<file path="src/rtl/ddr3_fb_pkg.sv">
// Shared frame-buffer layout constants and writer state encoding.
// The strip readers use the same derived constants so both sides agree on the layout.
package ddr3_fb_pkg;

  typedef enum logic [1:0] {
    ST_IDLE     = 2'd0,
    ST_WAIT_SOF = 2'd1,
    ST_BURST    = 2'd2
  } wr_state_e;

  localparam int unsigned DefInWidth        = 16;
  localparam int unsigned DefFrameFullWidth = 768;
  localparam int unsigned DefFrameLines     = 480;
  localparam int unsigned DefBurstLen       = 4;

  function automatic int unsigned pixels_per_wr_f(input int unsigned in_width);
    return 256 / in_width;
  endfunction

  function automatic int unsigned full_line_len_f(input int unsigned in_width,
                                                  input int unsigned full_width);
    return full_width / pixels_per_wr_f(in_width);
  endfunction

  function automatic int unsigned frame_words_f(input int unsigned in_width,
                                                input int unsigned full_width,
                                                input int unsigned lines);
    return full_line_len_f(in_width, full_width) * lines;
  endfunction

  localparam int unsigned PixelsPerWr = pixels_per_wr_f(DefInWidth);
  localparam int unsigned FullLineLen = full_line_len_f(DefInWidth, DefFrameFullWidth);
  localparam int unsigned FrameWords  = frame_words_f(DefInWidth, DefFrameFullWidth,
                                                      DefFrameLines);

endpackage

</file>
<file path="src/rtl/ddr3_writer_framebuf.sv">
// Writes one SOF-aligned frame of 256-bit pixel words linearly into DDR3 via Avalon-MM bursts.
// Data path is a pass-through; control is a single FSM with word/beat counters.
module ddr3_writer_framebuf
  import ddr3_fb_pkg::*;
#(
  parameter int unsigned InWidth        = DefInWidth,
  parameter int unsigned FrameFullWidth = DefFrameFullWidth,
  parameter int unsigned FrameLines     = DefFrameLines,
  parameter int unsigned BurstLen       = DefBurstLen
) (
  input  logic         ddr3clk,
  input  logic         ddr3clk_reset,
  input  logic [26:0]  start_data,
  input  logic         start_valid,
  output logic         start_ready,
  input  logic [255:0] in_data,
  input  logic         in_sof,
  input  logic         in_valid,
  output logic         in_ready,
  output logic [26:0]  ddr3_address,
  output logic [255:0] ddr3_writedata,
  output logic         ddr3_write,
  output logic [3:0]   ddr3_burstcount,
  output logic [31:0]  ddr3_byteenable,
  input  logic         ddr3_waitrequest,
  output logic         frame_done,
  output logic         sof_error,
  output logic         busy
);

  localparam int unsigned FrameWordsP = frame_words_f(InWidth, FrameFullWidth, FrameLines);
  localparam logic [14:0] LastWord    = 15'(FrameWordsP - 1);
  localparam logic [2:0]  LastBeat    = 3'(BurstLen - 1);
  localparam logic [26:0] AddrStep    = 27'(BurstLen);

  wr_state_e   state_q, state_d;
  logic [26:0] base_q, base_d;
  logic [26:0] addr_q, addr_d;
  logic [14:0] word_cnt_q, word_cnt_d;
  logic [2:0]  beat_cnt_q, beat_cnt_d;
  logic        frame_done_q, frame_done_d;
  logic        sof_error_q, sof_error_d;
  logic        resync_q, resync_d;

  logic in_burst, sof_restart, beat_acc, last_beat, pend_now;

  assign in_burst = (state_q == ST_BURST);
  // SOF on a burst boundary mid-frame: hold the word and restart the frame at base.
  assign sof_restart = in_burst && in_valid && in_sof && (beat_cnt_q == 3'd0) &&
                       (word_cnt_q != 15'd0);
  assign ddr3_write  = in_burst && in_valid && !sof_restart;
  assign beat_acc    = ddr3_write && !ddr3_waitrequest;
  assign last_beat   = (beat_cnt_q == LastBeat);
  // SOF inside a burst: burst still has to finish, resync after its last beat.
  assign pend_now    = resync_q || (in_sof && (beat_cnt_q != 3'd0));

  always_comb begin
    in_ready = 1'b0;
    unique case (state_q)
      ST_WAIT_SOF: in_ready = in_valid && !in_sof;
      ST_BURST:    in_ready = beat_acc;
      default:     in_ready = 1'b0;
    endcase
  end

  always_comb begin
    state_d      = state_q;
    base_d       = base_q;
    addr_d       = addr_q;
    word_cnt_d   = word_cnt_q;
    beat_cnt_d   = beat_cnt_q;
    resync_d     = resync_q;
    frame_done_d = 1'b0;
    sof_error_d  = 1'b0;
    unique case (state_q)
      ST_IDLE: begin
        if (start_valid) begin
          base_d     = start_data;
          addr_d     = start_data;
          word_cnt_d = 15'd0;
          beat_cnt_d = 3'd0;
          resync_d   = 1'b0;
          state_d    = ST_WAIT_SOF;
        end
      end
      ST_WAIT_SOF: begin
        if (in_valid && in_sof) state_d = ST_BURST;
      end
      ST_BURST: begin
        if (sof_restart) begin
          addr_d      = base_q;
          word_cnt_d  = 15'd0;
          sof_error_d = 1'b1;
        end else if (beat_acc) begin
          word_cnt_d = word_cnt_q + 15'd1;
          beat_cnt_d = beat_cnt_q + 3'd1;
          resync_d   = pend_now;
          if (last_beat) begin
            beat_cnt_d = 3'd0;
            addr_d     = addr_q + AddrStep;
            if (word_cnt_q == LastWord) begin
              frame_done_d = 1'b1;
              resync_d     = 1'b0;
              state_d      = ST_IDLE;
            end else if (pend_now) begin
              sof_error_d = 1'b1;
              resync_d    = 1'b0;
              addr_d      = base_q;
              word_cnt_d  = 15'd0;
              state_d     = ST_WAIT_SOF;
            end
          end
        end
      end
      default: state_d = ST_IDLE;
    endcase
  end

  always_ff @(posedge ddr3clk or posedge ddr3clk_reset) begin
    if (ddr3clk_reset) begin
      state_q      <= ST_IDLE;
      base_q       <= 27'd0;
      addr_q       <= 27'd0;
      word_cnt_q   <= 15'd0;
      beat_cnt_q   <= 3'd0;
      resync_q     <= 1'b0;
      frame_done_q <= 1'b0;
      sof_error_q  <= 1'b0;
    end else begin
      state_q      <= state_d;
      base_q       <= base_d;
      addr_q       <= addr_d;
      word_cnt_q   <= word_cnt_d;
      beat_cnt_q   <= beat_cnt_d;
      resync_q     <= resync_d;
      frame_done_q <= frame_done_d;
      sof_error_q  <= sof_error_d;
    end
  end

  assign start_ready     = (state_q == ST_IDLE);
  assign busy            = (state_q != ST_IDLE);
  assign ddr3_address    = addr_q;
  assign ddr3_writedata  = in_data;
  assign ddr3_burstcount = 4'(BurstLen);
  assign ddr3_byteenable = '1;
  assign frame_done      = frame_done_q;
  assign sof_error       = sof_error_q;

endmodule

</file>
<file path="config.mk">
export PLATFORM = sky130hd
export DESIGN_NAME = ddr3_writer_framebuf
export DESIGN_NICKNAME = d
export VERILOG_FILES = /design/src/rtl/ddr3_fb_pkg.sv /design/src/rtl/ddr3_writer_framebuf.sv
export SDC_FILE = /design/constraint.sdc
export NUM_CORES = 1
export LEC_CHECK = 0
export BUFFER_PORTS_ARGS = -buffer_cell sky130_fd_sc_hd__buf_2
export CORE_AREA = 3 3 237 239
export DETAILED_ROUTE_END_ITERATION = 8
export DIE_AREA = 0 0 240 242
export GPL_TIMING_DRIVEN = 0
export SLEW_MARGIN = 20
export SYNTH_ARGS = -nofsm -noshare
export SYNTH_HDL_FRONTEND = slang
export SYNTH_SLANG_ARGS = --single-unit
</file>
<file path="constraint.sdc">
create_clock -name ddr3clk -period 2.6 [get_ports ddr3clk]
set_input_delay 0.39 -clock ddr3clk [delete_from_list [all_inputs] [get_ports ddr3clk]]
set_output_delay 0.39 -clock ddr3clk [all_outputs]
set_load 0.02 [all_outputs]
</file>
# == Word-level counts from Yosys, hierarchy flattened ==
# Cells that the tools add are included.
# word_totals
elab_cells,91
out_inout_bits,325
inputBits,289
reg_bits,77
# op_classes
n_reduce_logical,24
mux,44
n_addsub,3
n_eq_ne,12
# ops
op,n
two-way mux 27 bit,6
two-way mux 15 bit,6
one-hot mux 27 bit (2 select lines),1
one-hot mux 15 bit (2 select lines),1
adder 27 x 3 -> 27 bit (second input constant),1
adder 15 x 1 -> 15 bit (second input constant),1
equality test 15 bit (second input constant),1
two-way mux 1 bit,15
nonzero test 15 bit,1
two-way mux 2 bit,7
two-way mux 3 bit,4
logical AND 1 bit,9
!= test 3 x 1 -> 1 bit (second input constant),3
AND reduction 4 bit,2
!= test 2 bit (second input constant),3
one-hot mux 2 bit (3 select lines),1
one-hot mux 3 bit (2 select lines),1
AND reduction 6 bit,1
!= test 2 x 1 -> 1 bit (second input constant),2
one-hot mux 1 bit (2 select lines),2
nonzero test 2 bit,2
adder 3 x 1 -> 3 bit (second input constant),1
equality test 3 x 2 -> 1 bit (second input constant),1
zero test 1 bit,3
other kinds (8),8

# == Logic depth before layout (Yosys ltp) ==
# logic_depth
depth_word,11
depth_mapped,11
mapped_depth_nobuf,8

# == Worst setup path after synthesis ==
# No wires, ideal clock.
# synth_path
path_type,flip-flop to flip-flop
start,reg state_q[0]
end,reg word_cnt_q[5]
synth_period_minus_slack_ns,2.306
stages_incl_launch_ff,10
t_required_ns,2.481
n_path_buf,1
t_arrival_ns,2.188
slack_ns,0.294
setup_time_ns,0.119
cell_sequence,dfrtp_1 -> inv_1 -> ha_1 -> mux2i_1 -> nor4_1 -> a21oi_1 -> clkbuf_1 -> nor3_1 -> xnor2_1 -> nor2_1
# synth_between
elab_cells_between_ends,15
cone_classes,eq/ne: 3; mux: 2; reduce/logical: 10
# synth_lines
element,line_no,source
"start, declared",ddr3_writer_framebuf.sv:36,"wr_state_e state_q, state_d;"
"start signal, assigned",ddr3_writer_framebuf.sv:130,state_q <= state_d;
zero test 2 bit *,n/a,
named net start_ready,ddr3_writer_framebuf.sv:15,"output logic start_ready,"
!= test 2 bit (no line) / nonzero test 2 bit (equally long branches),n/a,
AND reduction 3 bit (no line),n/a,
"end signal, assigned",ddr3_writer_framebuf.sv:133,word_cnt_q <= word_cnt_d;
"end, declared",ddr3_writer_framebuf.sv:39,"logic [14:0] word_cnt_q, word_cnt_d;"
# Mark *: on every way through the listed nets, which the timed path passes. The rest lies on a longest branch.
# A chain may end at the register's enable or synchronous reset.

# == Worst setup path after layout ==
# layout_path
start,reg state_q[0]
end,out in_ready
# layout_between
elab_chain_cells,9
elab_cells_between_ends,10
cone_classes,eq/ne: 2; mux: 1; reduce/logical: 7
# layout_rtl
element,line_no,source
equality test 2 bit,"ddr3_writer_framebuf.sv:47, ddr3_writer_framebuf.sv:59",
logical AND 1 bit,"ddr3_writer_framebuf.sv:49, ddr3_writer_framebuf.sv:51",
logical AND 1 bit (3 in series),ddr3_writer_framebuf.sv:49,assign sof_restart = in_burst && in_valid && in_sof && (beat_cnt_q == 3'd0) &&
zero test 1 bit,ddr3_writer_framebuf.sv:51,assign ddr3_write = in_burst && in_valid && !sof_restart;
logical AND 1 bit,ddr3_writer_framebuf.sv:51,
logical AND 1 bit,ddr3_writer_framebuf.sv:52,assign beat_acc = ddr3_write && !ddr3_waitrequest;
one-hot mux 1 bit (2 select lines) *,ddr3_writer_framebuf.sv:59,unique case (state_q)
"end, declared",ddr3_writer_framebuf.sv:19,"output logic in_ready,"
# Mark *: on every way between the ends. The rest lies on a longest branch, timed or not.

==> results.json <==
{
  "status": "complete, no violations",
  "ir_worst_vdd_mv": 0.3902,
  "holdWs_ns": 0.08827,
  "final_nets": 1447,
  "dp_cells": 1830,
  "path_cells": "inv_2 -> ha_1 -> nand2_2 -> or3_4 -> o21ai_4 -> o22ai_2 -> and3_1 -> buf_4",
  "postRouteAntennaNets": 0,
  "final_cells": 1856,
  "timing.final.crit_share": 0.9747,
  "finalSetupViolations": 0,
  "wl_um": 31660,
  "wl_per_cell_um": 17.06,
  "first_pass_iters": 5,
  "p_seq_frac": 0.273,
  "synthFlopType": "dfrtp_1",
  "leakagePower_nw": 4.828,
  "die_w_um": 240,
  "core_um2": 54030,
  "cts_max_level": 3,
  "critPathMaxFanout": 6,
  "fp-row-count": 85,
  "hpwl_um": 27410,
  "drc": 0,
  "syn_area_um2": 6661,
  "async_flop_share": 1.000,
  "grt_pass1_vias": 5902,
  "antenna_found_initial": 26,
  "die_h_um": 242,
  "num_vias": 6443,
  "p_clk_frac": 0.194,
  "cts_buffers": 9,
  "syn_inst": 778,
  "clk_pin_slew_ns": 0.06,
  "slowest_stage": "or3_4",
  "pre_cts_slack_ns": -0.1992,
  "clk_latency_ns": 0.34,
  "cp.required_ns": 2.21,
  "reg2reg_depth": 9,
  "max_slew_margin": 0.4981,
  "cts_hold_buf": 0,
  "cts_root_buffer": "clkbuf_16",
  "slowest_delay_ns": 0.46,
  "die-area_um2": 58080,
  "grt_pass1_wl_um": 42280,
  "routabilityCongestion": 0.8427,
  "switching_share": 0.4413,
  "track_usage": 0.09921,
  "avgSynthCellArea_um2": 8.562,
  "fin_crit_ns": 2.534,
  "clk_path_buf_depth": 2,
  "setup_ws_ns": 0.06587,
  "tightestPinTransition_ns": 0.7528,
  "final_util": 0.1820,
  "start_util": 0.1233,
  "clkSinkCount": 77,
  "overflow": 0,
  "power_density_nw_per_um2": 778.2,
  "endpoint_kind": "primary output",
  "drv_slew": 0,
  "drtIter0Drc": 389,
  "maxCapViolations": 0,
  "path_class": "register to primary output",
  "io_buffer_count": 321,
  "synth_edf_count": 0,
  "ys_seq_elements": 77,
  "final_layout_size_suffix_gt1_frac": 0.6114,
  "switchingPower_w": 0.003376,
  "cts_tree": "built",
  "grt_max_degree": 44,
  "finClkSkew_ns": 0.009322,
  "top_level_ports": 614,
  "ys_warn_count": 0,
  "p_int_w": 0.004274,
  "critPathLaunchType": "register",
  "fmax_ghz": 0.3946,
  "cp_data_arrival_time_ns": 2.14,
  "yosys.cell_types.count": 57,
  "final_hold_viol_count": 0,
  "synth-seq-area-share": 0.2893,
  "area_growth_pct": 47.58,
  "pwr-share-comb": 0.532,
  "reg2reg_slack_ns": 0.12,
  "hold_class": "input port to async pin",
  "via_per_inst": 3.471
}
-- layout make-up --
cell class              instances  area (µm²)
diodes                          7       17.52
inverters                      17       66.31
well taps                     696       870.8
clock inverters                 4       95.09
repair buffers                327        1674
plain buffers                 317        2337
clock buffers                  11       252.7
multi-input cells             400        2589
flip-flops and latches         77        1928
fillers                      6070       44200
-- stage by stage --
stage	power (W)	instance area, µm²	setup TNS [ns]
after floorplan	0.004670	6789	0
after global placement	0.006022	9266	-71.51
after detailed placement	0.006055	9296	-3.415
after CTS	0.007626	9702	0
after global routing	0.008221	9826	-0.01832
final	0.007650	9831	0
-- critical path: cells and delay by family, from the launching register on --
kind                     cells  cell delay (ns)
flip-flops                   1             0.41
buffers and inverters        2             0.25
AO/OA/AOI/OAI                2             0.25
AND/OR/NAND/NOR              3             0.73
adder cells (fa/ha/maj)      1             0.17
-- kinds of logic after synthesis --
family	after synthesis	synth area share
xor gates and xnor gates	20	0.02630
and+or+nand+nor	181	0.1371
AOI/OAI and AO/OA	123	0.1197
DFF	77	0.2893
muxes	31	0.05165
other	2	0.001127
buffers and inverters	335	0.3580
adders and majority gates	9	0.01690
-- power groups by stage --
| stage | clock [W] | combinational, W | sequential, W |
|---|---|---|---|
| 2_1_floorplan | 0 | 0.00242 | 0.00225 |
| 5_1_grt | 0.00157 | 0.00448 | 0.00217 |
| 4_1_cts | 0.00152 | 0.00401 | 0.00209 |
| 3_3_place_gp | 0 | 0.00393 | 0.00210 |
| 6_report | 0.00149 | 0.00407 | 0.00209 |
| 3_5_place_dp | 0 | 0.00395 | 0.00211 |
-- metal layers --
| metal | vias up | routed length, µm | GRT usage |
|---|---|---|---|
| li1 | 3072 | - | - |
| met1 | 2982 | 10980 | 0.1045 |
| met2 | 325 | 16730 | 0.1800 |
| met3 | 50 | 3537 | 0.04497 |
| met4 | 14 | 329 | 0.02175 |
| met5 | - | 94 | 0 |
-- cells in the final DEF (no fill, tap or decap), types with 3 or more instances in the layout --
cell type    n
o21a_1       3
nor4_1       6
xnor2_1     15
o2bb2ai_1    3
mux2_2      27
o22ai_1      8
buf_2      322
nor2b_1      3
nand2b_1     3
nor2_2       3
nand4_1     11
and3_1       7
o21ai_0     17
bufinv_16    3
nor4_4       3
and4_1       3
nand3_1     22
xor2_1       5
a2bb2oi_1    3
nand2_1     37
clkbuf_1     9
or3_1        6
buf_6        3
dfrtp_1     76
a21oi_2      3
a31oi_1      3
inv_1       15
a21o_1       3
nor2_1      47
ha_1         8
o211ai_1    12
diode_2      7
mux2i_1      3
a21oi_1     47
buf_4      301
clkbuf_16    9
nor3_1      16
clkbuf_2     6
conb_1      36
-- flip-flops by register name, indices dropped and copies added (netlist names) --
name	count
beat_cnt_q	3
frame_done	1
word_cnt_q	15
resync_q	1
sof_error	1
state_q	2
base_q	27
ddr3_address	27
-- cell usage after synthesis (all sizes together), types with 10 or more instances --
master	number	area, µm²
a21oi	50	257.8
buf	301	2257
clkbuf	17	63.81
dfrtp	77	1927
inv	17	63.81
mux2	27	304.0
nand2	38	142.6
nand3	22	110.1
nand4	11	68.82
nor2	50	187.7
nor3	16	80.08
o211ai	12	90.09
o21ai	21	108.9
o22ai	10	68.81
xnor2	15	131.4
-- repair_timing --
item	CTS	global route
gates resized for setup	16	21
endpoints found under the setup margin	34	39
pin swaps	1	3
endpoints found under the hold margin	0	0
setup buffers	1	4
-- path summary, 6_finish.rpt --
path | startpoint | endpoint
setup reg to reg | state_q[0] | ddr3_address[11]
setup / recovery | state_q[0] | in_ready
hold / removal | ddr3clk_reset | ddr3_address[4]
min in group ddr3clk | start_data[13] | ddr3_address[13]
max in group asynchronous | ddr3clk_reset | ddr3_address[11]
hold reg to reg | base_q[0] | base_q[0]
Note: power is estimated with default switching activity, not from simulation.
